<file path="config.mk">
export PLATFORM = sky130hd
export DESIGN_NAME = cic_decimator_flat
export DESIGN_NICKNAME = d
export VERILOG_FILES = /design/src/rtl/cic_if.sv /design/src/rtl/cic_decimator.sv /design/src/flat_wrapper.sv
export SDC_FILE = /design/constraint.sdc
export NUM_CORES = 1
export LEC_CHECK = 0
export CAP_MARGIN = 5
export CORE_ASPECT_RATIO = 1.1
export CORE_MARGIN = 2
export CORE_UTILIZATION = 43
export DETAILED_ROUTE_END_ITERATION = 16
export DONT_BUFFER_PORTS = 1
export PLACE_DENSITY_LB_ADDON = 0.25
export SYNTH_ARGS = -nofsm -noshare
export SYNTH_HDL_FRONTEND = slang
export SYNTH_SLANG_ARGS = --single-unit
</file>
<file path="constraint.sdc">
create_clock -name clk -period 5.9 [get_ports clk]
set_clock_uncertainty 0.15 [all_clocks]
set_input_delay 0.59 -clock clk [delete_from_list [all_inputs] [get_ports clk]]
set_output_delay 0.59 -clock clk [all_outputs]
set_load 0.01 [all_outputs]
</file>
<file path="src/rtl/cic_if.sv">
// Sample-side bundle of the CIC decimator: modulator bit in, PCM word and strobe out.
// With CIC_DBG_EN defined the bundle also carries the full-width comb output dout_raw.
interface cic_if #(
  parameter int unsigned OUT_W = 16
`ifdef CIC_DBG_EN
  , parameter int unsigned ACC_W = 22
`endif
);

  logic                    bit_in;
  logic signed [OUT_W-1:0] dout;
  logic                    dout_valid;
`ifdef CIC_DBG_EN
  logic signed [ACC_W-1:0] dout_raw;
`endif

`ifdef CIC_DBG_EN
  modport master (output bit_in, input dout, input dout_valid, input dout_raw);
  modport slave  (input bit_in, output dout, output dout_valid, output dout_raw);
`else
  modport master (output bit_in, input dout, input dout_valid);
  modport slave  (input bit_in, output dout, output dout_valid);
`endif

endinterface

</file>
<file path="src/rtl/cic_decimator.sv">
// N-stage CIC (sinc^N) decimator by R for a 1-bit modulator stream, signed PCM output.
// Optional build macro CIC_DBG_EN adds the full-width comb output port dout_raw.
module cic_decimator #(
  parameter int unsigned R     = 80,
  parameter int unsigned N     = 3,
  parameter int unsigned ACC_W = 22,
  parameter int unsigned OUT_W = 16
) (
  input  logic  clk,
  input  logic  rst_n,
  input  logic  en,
  cic_if.slave  bus
);

  localparam int unsigned CNT_W  = $clog2(R);
  localparam int unsigned WARM_W = $clog2(N + 1);
  localparam int unsigned SHIFT  = ACC_W - OUT_W;

  typedef logic signed [ACC_W-1:0] acc_t;

  if (R < 2) begin : g_bad_r
    $error("cic_decimator: R must be at least 2");
  end
  if (N < 1 || N > 5) begin : g_bad_n
    $error("cic_decimator: N must be in 1..5");
  end
  if (ACC_W < N * $clog2(R) + 1 || OUT_W > ACC_W) begin : g_bad_w
    $error("cic_decimator: ACC_W too narrow for R^N gain or narrower than OUT_W");
  end

  acc_t                    integ_q [N];
  acc_t                    dly_q   [N];
  acc_t                    comb_in [N];
  acc_t                    comb_out;
  acc_t                    x;
  logic [CNT_W-1:0]        cnt_q;
  logic [WARM_W-1:0]       warm_q;
  logic signed [OUT_W-1:0] dout_q;
  logic                    valid_q;
  logic                    strobe;

  assign x      = bus.bit_in ? acc_t'(1) : '1;
  assign strobe = en && (cnt_q == CNT_W'(R - 1));

  // comb_in[k] is the input of comb stage k+1, which is also what its delay stores.
  always_comb begin
    acc_t c;
    c = integ_q[N-1];
    for (int k = 0; k < N; k++) begin
      comb_in[k] = c;
      c          = c - dly_q[k];
    end
    comb_out = c;
  end

  always_ff @(posedge clk or negedge rst_n) begin
    if (!rst_n) begin
      cnt_q   <= '0;
      warm_q  <= '0;
      dout_q  <= '0;
      valid_q <= 1'b0;
      for (int k = 0; k < N; k++) begin
        integ_q[k] <= '0;
        dly_q[k]   <= '0;
      end
    end else if (!en) begin
      // Partial frame and warm-up are discarded; dout keeps the last sample.
      cnt_q   <= '0;
      warm_q  <= '0;
      valid_q <= 1'b0;
      for (int k = 0; k < N; k++) begin
        integ_q[k] <= '0;
        dly_q[k]   <= '0;
      end
    end else begin
      integ_q[0] <= integ_q[0] + x;
      for (int k = 1; k < N; k++) begin
        integ_q[k] <= integ_q[k] + integ_q[k-1];
      end
      valid_q <= 1'b0;
      if (strobe) begin
        cnt_q <= '0;
        for (int k = 0; k < N; k++) begin
          dly_q[k] <= comb_in[k];
        end
        dout_q <= OUT_W'(comb_out >>> SHIFT);
        // The first N samples still carry comb start-up transients.
        if (warm_q == WARM_W'(N)) begin
          valid_q <= 1'b1;
        end else begin
          warm_q <= warm_q + WARM_W'(1);
        end
      end else begin
        cnt_q <= cnt_q + CNT_W'(1);
      end
    end
  end

  assign bus.dout       = dout_q;
  assign bus.dout_valid = valid_q;

`ifdef CIC_DBG_EN
  acc_t raw_q;

  always_ff @(posedge clk or negedge rst_n) begin
    if (!rst_n) begin
      raw_q <= '0;
    end else if (strobe) begin
      raw_q <= comb_out;
    end
  end

  assign bus.dout_raw = raw_q;
`endif

endmodule

</file>
<file path="src/flat_wrapper.sv">
// flat-port wrapper written by rule: the top's interface ports become plain ports
module cic_decimator_flat 
#(
  parameter int unsigned R     = 80,
  parameter int unsigned N     = 3,
  parameter int unsigned ACC_W = 22,
  parameter int unsigned OUT_W = 16
)
  (clk, rst_n, en, bus_bit_in, bus_dout, bus_dout_valid);
  cic_if #(.OUT_W(OUT_W)) bus_i ();
  input  logic clk;
  input  logic rst_n;
  input  logic en;
  input wire logic [$bits(bus_i.bit_in)-1:0] bus_bit_in;
  output wire logic [$bits(bus_i.dout)-1:0] bus_dout;
  output wire logic [$bits(bus_i.dout_valid)-1:0] bus_dout_valid;
  assign bus_i.bit_in = bus_bit_in;
  assign bus_dout = bus_i.dout;
  assign bus_dout_valid = bus_i.dout_valid;
  cic_decimator #(.R(R), .N(N), .ACC_W(ACC_W), .OUT_W(OUT_W)) u_core (.clk(clk), .rst_n(rst_n), .en(en), .bus(bus_i));
endmodule
</file>
-- After elaboration in Yosys (flattened, before gate mapping)
Cells that the tools add are included.
- muxes and demuxes: 12
- reduce and logical (&&, ||, !) cells: 3
- add/subtract/negate cells: 8
- eq/ne operators: 4
- operators by type and width (operator ; count):
    2-to-1 mux 66 bit ; 3
    adder 22 bit ; 3
    subtractor 22 bit ; 3
    2-to-1 mux 22 bit ; 1
    2-to-1 mux 7 bit ; 2
    adder 7 x 1 -> 7 bit (second input constant) ; 1
    == test 7 bit (second input constant) ; 1
    2-to-1 mux 2 bit ; 3
    AND reduction 2 bit ; 2
    2-to-1 mux 1 bit ; 3
    adder 2 x 1 -> 2 bit (second input constant) ; 1
    == test 2 bit (second input constant) ; 1
    inequality test 2 x 1 -> 1 bit (second input constant) ; 1
    inequality test 2 bit (second input constant) ; 1
    logical AND 1 bit ; 1
- output and inout port bits: 17
- register bits: 158
- logic and storage cells: 37
- input port bits: 4

-- Depth between registers and ports, before layout
Gate-level depths: netlist of run 1.
- depth after elaboration: 4
- depth in mapped cells: 29
- gate-level depth less buffers: 29

-- Least setup slack after synthesis of run 1
Ideal clock, no wire load.
- path kind: flip-flop to flip-flop
- start: reg u_core.integ_q (netlist bit u_core.comb_in[46])
- end: reg u_core.dout_q[14], in the netlist u_core.bus.dout[14]
- arrival time: 4.642 ns
- buffers on the path: 0
- slack: 0.974 ns
- clock period less this slack: 4.926 ns
- stages on the path, launching flop included: 27
- cells stage by stage: dfrtp_1 ha_1 a21oi_1 a21oi_1 nor2_1 o21ai_0 a21o_1 a21oi_1 xnor2_1 ha_1 a21o_1 a21o_1 a21o_1 o21ai_1 o211ai_1 a21oi_1 xnor2_1 ha_1 a2111oi_0 o21ai_0 o21ai_0 o2bb2a_1 o21ai_0 o21a_1 nor2_1 xor2_1 o21ai_0
- word-level cells in the longest chain between the ends: 3
- ends and longest elaborated chain (element ; line ; source):
    start, declared ; cic_decimator.sv:31 ; acc_t integ_q [N];
    start signal, assigned by index ; cic_decimator.sv:78 ; integ_q[k] <= integ_q[k] + integ_q[k-1];
    subtractor 22 bit (3 in a row) ; cic_decimator.sv:51 ; c = c - dly_q[k];
    end signal, assigned ; cic_decimator.sv:86 ; dout_q <= OUT_W'(comb_out >>> SHIFT);
    end, declared ; cic_decimator.sv:38 ; logic signed [OUT_W-1:0] dout_q;
No other way between the ends.
A chain may end at the register's enable or synchronous reset.

-- Worst setup path in the final report of run 1
- start: reg u_core.integ_q (netlist bit u_core.comb_in[46])
- end: reg u_core.dout_q[15], in the netlist u_core.bus.dout[15]
The elaborated chain is that of the path after synthesis.

==> results of run 1 <==
## kinds of logic after synthesis
group / after synthesis / synth area share [%]
AO/OA/AOI/OAI: 358 / 19.92
XOR/XNOR: 98 / 7.668
adder cells (fa/ha/maj): 131 / 14.98
buffers and inverters: 135 / 4.527
flip-flops: 158 / 35.32
multiplexers: 8 / 0.7154
AND/OR/NAND/NOR: 417 / 16.87
## Yosys cell counts (19+ instances only)
library cell	count
sky130_fd_sc_hd__a21o_1	38
sky130_fd_sc_hd__a21oi_1	142
sky130_fd_sc_hd__clkbuf_1	31
sky130_fd_sc_hd__dfrtp_1	158
sky130_fd_sc_hd__ha_1	126
sky130_fd_sc_hd__inv_1	99
sky130_fd_sc_hd__nand2_1	168
sky130_fd_sc_hd__nand2b_1	19
sky130_fd_sc_hd__nand3_1	31
sky130_fd_sc_hd__nor2_1	101
sky130_fd_sc_hd__nor3_1	28
sky130_fd_sc_hd__o21a_1	23
sky130_fd_sc_hd__o21ai_0	62
sky130_fd_sc_hd__xnor2_1	57
sky130_fd_sc_hd__xor2_1	41
## per-stage QoR
stage               utilization [%]  std cells  worst slack (ns)  hold slack [ns]
floorplan                         -       1305            0.9739           0.1444
global route                  47.92       1655           0.03157          0.08306
finish                        47.92       1655            0.4722         0.002505
detailed placement            45.43       1622            0.4692           0.1499
global placement              45.43       1622            0.5491           0.1508
CTS                           47.86       1655            0.4184          0.07399
## routing by layer
metal	up-vias	wire, µm
li1	4523	-
met1	4021	10170
met2	79	10960
met3	28	399
met4	0	393
met5	-	0
## sequential cells by signal (all words and copies together), names as in the netlist
| name | cells |
|---|---|
| u_core.integ_q | 44 |
| u_core.dly_q | 66 |
| u_core.bus.dout_valid | 1 |
| u_core.cnt_q | 7 |
| u_core.comb_in | 22 |
| u_core.bus.dout | 16 |
| u_core.warm_q | 2 |
## worst register-to-register path, cell delays in order (launching register included)
cell                        delay, ns
sky130_fd_sc_hd__dfrtp_1         0.41
sky130_fd_sc_hd__ha_1            0.36
sky130_fd_sc_hd__nor2b_1         0.15
sky130_fd_sc_hd__o21a_1          0.17
sky130_fd_sc_hd__o21ai_1         0.25
sky130_fd_sc_hd__a21oi_1         0.10
sky130_fd_sc_hd__a21oi_1         0.22
sky130_fd_sc_hd__o21bai_1        0.09
sky130_fd_sc_hd__a21oi_1         0.18
sky130_fd_sc_hd__xnor2_1         0.17
sky130_fd_sc_hd__ha_1            0.34
sky130_fd_sc_hd__a31oi_1         0.23
sky130_fd_sc_hd__o21ai_0         0.14
sky130_fd_sc_hd__or3_1           0.35
sky130_fd_sc_hd__o2111ai_1       0.31
sky130_fd_sc_hd__a21boi_0        0.17
sky130_fd_sc_hd__or3_1           0.34
sky130_fd_sc_hd__and2_1          0.17
sky130_fd_sc_hd__ha_1            0.31
sky130_fd_sc_hd__nor3_1          0.18
sky130_fd_sc_hd__nor2_1          0.07
sky130_fd_sc_hd__a21o_1          0.19
sky130_fd_sc_hd__a21oi_1         0.14
sky130_fd_sc_hd__nand3_1         0.09
sky130_fd_sc_hd__nand3_1         0.09
## path summary, 6_finish.rpt
| path | startpoint | end | slack [ns] |
|---|---|---|---|
| worst max register to register | u_core.comb_in[46]$_DFF_PN0_ | u_core.bus.dout[15]$_DFFE_PN0P_ | 0.47 |
| worst min register to register | u_core.cnt_q[0]$_DFF_PN0_ | u_core.cnt_q[0]$_DFF_PN0_ | 0.32 |
| max in group asynchronous | rst_n | u_core.comb_in[51]$_DFF_PN0_ | 4.96 |
| min in group clk | en | u_core.comb_in[54]$_DFF_PN0_ | 0.14 |
| worst min-delay path | rst_n | u_core.dly_q[2]$_DFFE_PN0P_ | 0.003 |
| worst max-delay path | u_core.comb_in[46]$_DFF_PN0_ | u_core.bus.dout[15]$_DFFE_PN0P_ | 0.47 |
## repair_timing
action | 4_1_cts | 5_1_grt
hold endpoints to repair | 158 | 0
hold buffers | 1 | 0
setup endpoints to repair | 0 | 1
gates resized for setup | 0 | 6
## area by class of cell
class | instances | area share [%]
clock buffers | 19 | 3.719
clock inverters | 13 | 1.120
inverters | 100 | 3.093
multi-input cells | 1012 | 55.45
flip-flops and latches | 158 | 32.47
well taps | 346 | 3.555
repair buffers | 7 | 0.5959
==> PnR_summary.wiki, run 1 <==
{| class="wikitable"
! Metric !! Value
|-
| Area after detailed placement || 11550 µm²
|-
| Slew Limit Headroom || 45.23%
|-
| Global placer's final weighted congestion || 0.8278
|-
| Most used DFF post-synth || sky130_fd_sc_hd__dfrtp_1
|-
| Maximum capacitance violations || 0
|-
| Cell area after synthesis || 11190 µm²
|-
| Total die area || 27340 µm²
|-
| Slowest stage cell on the critical path || sky130_fd_sc_hd__dfrtp_1
|-
| Root Buffer Master || sky130_fd_sc_hd__clkbuf_16
|-
| Critical path cell sequence || ha_1 -> nor2b_1 -> o21a_1 -> o21ai_1 -> a21oi_1 -> a21oi_1 -> o21bai_1 -> a21oi_1 -> xnor2_1 -> ha_1 -> a31oi_1 -> o21ai_0 -> or3_1 -> o2111ai_1 -> a21boi_0 -> or3_1 -> and2_1 -> ha_1 -> nor3_1 -> nor2_1 -> a21o_1 -> a21oi_1 -> nand3_1 -> nand3_1
|-
| Number of rows created at floorplan || 61
|-
| Setup repair bufs after CTS || 0
|-
| Initial detailed-routing violation count || 437
|-
| Buffers and inverters on the worst path || 0
|-
| Pin count of the biggest net entering global routing || 159
|-
| Synthesized Nets || 1440
|-
| FFs w/ async S/R, synth || 100.0%
|-
| Dominant cells by area after synthesis || sky130_fd_sc_hd__dfrtp_1, sky130_fd_sc_hd__ha_1, sky130_fd_sc_hd__a21oi_1
|-
| Category of cells accounting for the largest share of critical-path delay || compound AO/OA/AOI/OAI gates
|-
| IO Pins || 21
|-
| Initial Util || 44.04%
|-
| Cell taking the most area after synthesis || sky130_fd_sc_hd__dfrtp_1
|-
| Unrepaired setup endpoints after global routing || no
|-
| Path type of the worst setup path || flip-flop to flip-flop
|-
| Initial antenna violation count || 0
|-
| Instance count on the critical path || 24
|-
| Worst slew pin tran || 0.8216 ns
|-
| Placeable core area || 25420 µm²
|-
| Area overhead of the layout relative to synthesis || 8.797%
|-
| Slew Limit Fails || 0
|-
| Commonest non-fill, non-tap cell in the layout || sky130_fd_sc_hd__nand2_1
|-
| Critical path's largest stage delay || 0.41 ns
|-
| Nature of the critical path endpoint || flip-flop
|-
| Sort of element at the start of the critical path || flip-flop
|-
| Global Route met2 Usage || 30.62%
|-
| Area share of the leading cell type in the synthesized netlist || 35.32%
|-
| Final setup vio count || 0
|-
| Warning count from the yosys run || 0
|-
| H-tree level count || 4
|-
| Vias || 8651
|-
| Highest attainable clock frequency || 0.1842 GHz
|-
| CP max FO || 6
|-
| Most heavily used metal layer in global routing || met2
|-
| Synthesized area divided by synthesized cell count || 8.577 µm²
|-
| All-Layer GR Usage || 17.32%
|-
| Number of antenna-violating nets in the routed design || 0
|-
| X dimension of the die || 157.8 µm
|-
| Net total in the final layout || 1431
|-
| Die boundary height || 173.2 µm
|-
| Number of inserted diodes || 0
|-
| Critical path arrival || 5.65 ns
|-
| Clock sink total || 158
|-
| Count of flip-flops with a built-in enable after synthesis || 0
|-
| Sequential-to-total area share from yosys stat || 35.32%
|-
| Via density per instance || 5.227
|-
| Drt wl/cell || 13.24 µm
|-
| Number of hold violations in the final report || 0
|-
| Seq. cell area || 3954 µm²
|-
| Path class of the lowest-slack min-delay path || primary input to asynchronous set/reset pin
|-
| Aggregate routed wire length || 21920 µm
|-
| Syn Inst Count || 1305
|-
| CTS tree || done
|-
| Total non-filler cell area in the finished layout || 12180 µm²
|-
| Number of port buffers || 0
|-
| First-pass detailed-route iteration total || 4
|-
| Run status || finished, final reports clean
|-
| Setup total negative slack || 0 ns
|-
| Residual DRC || 0
|-
| Number of different library cells in the post-synthesis netlist || 62
|-
| WP data required || 6.12 ns
|-
| Remaining global-route overflow || 0
|-
| Post-route clock period utilization || 92.00%
|-
| Number of global-route vias before repair || 8797
|-
| Worst skew pair latency || 0.43 ns
|-
| GRT met3 Usage || 3.100%
|-
| FF-to-FF path depth || 24
|-
| Met1 track demand over resource || 21.26%
|-
| Clock transition time at the flip-flop clock pins of the worst setup and hold paths || 0.07 ns
|-
| First-pass GRT wire length || 39500 µm
|-
| Multi-input logic area || 6753 µm²
|-
| Post-DP HPWL || 15600 µm
|-
| Synthesis-stage register bit count || 158
|-
| Share of layout cells above drive strength 1 || 4.966%
|-
| Fillers || 2490
|-
| Cell repeated most along the worst path || sky130_fd_sc_hd__a21oi_1
|-
| Shortest period the worst path allows || 5.428 ns
|-
| Cts bufs inserted || 17
|-
| Highest-count cells in the layout ignoring fill and taps || sky130_fd_sc_hd__nand2_1, sky130_fd_sc_hd__dfrtp_1, sky130_fd_sc_hd__a21oi_1, sky130_fd_sc_hd__ha_1, sky130_fd_sc_hd__nor2_1
|-
| Maximum buffer depth of the clock tree || 2
|}
Power of run 1 is not shown: default switching activity piles up to over one toggle a cycle in this logic, so the estimate is an artifact.
==> inputs of run 2 (changes only) <==
--- a/config.mk
+++ b/config.mk
@@ -12,6 +12,7 @@
 export DETAILED_ROUTE_END_ITERATION = 16
 export DONT_BUFFER_PORTS = 1
 export PLACE_DENSITY_LB_ADDON = 0.25
+export SLEW_MARGIN = 20
 export SYNTH_ARGS = -nofsm -noshare
 export SYNTH_HDL_FRONTEND = slang
 export SYNTH_SLANG_ARGS = --single-unit
==> results of run 2 <==
No change in the layout: final DEF, timing and power equal those of run 1.
Power of run 2 is left out for the same reason.
==> inputs of run 3 (changes only) <==
--- a/config.mk
+++ b/config.mk
@@ -12,7 +12,6 @@
 export DETAILED_ROUTE_END_ITERATION = 16
 export DONT_BUFFER_PORTS = 1
 export PLACE_DENSITY_LB_ADDON = 0.25
-export SLEW_MARGIN = 20
 export SYNTH_ARGS = -nofsm -noshare
 export SYNTH_HDL_FRONTEND = slang
 export SYNTH_SLANG_ARGS = --single-unit
==> results of run 3 <==
No change in the layout: final DEF, timing and power equal those of run 1.
Power of run 3 is left out for the same reason.
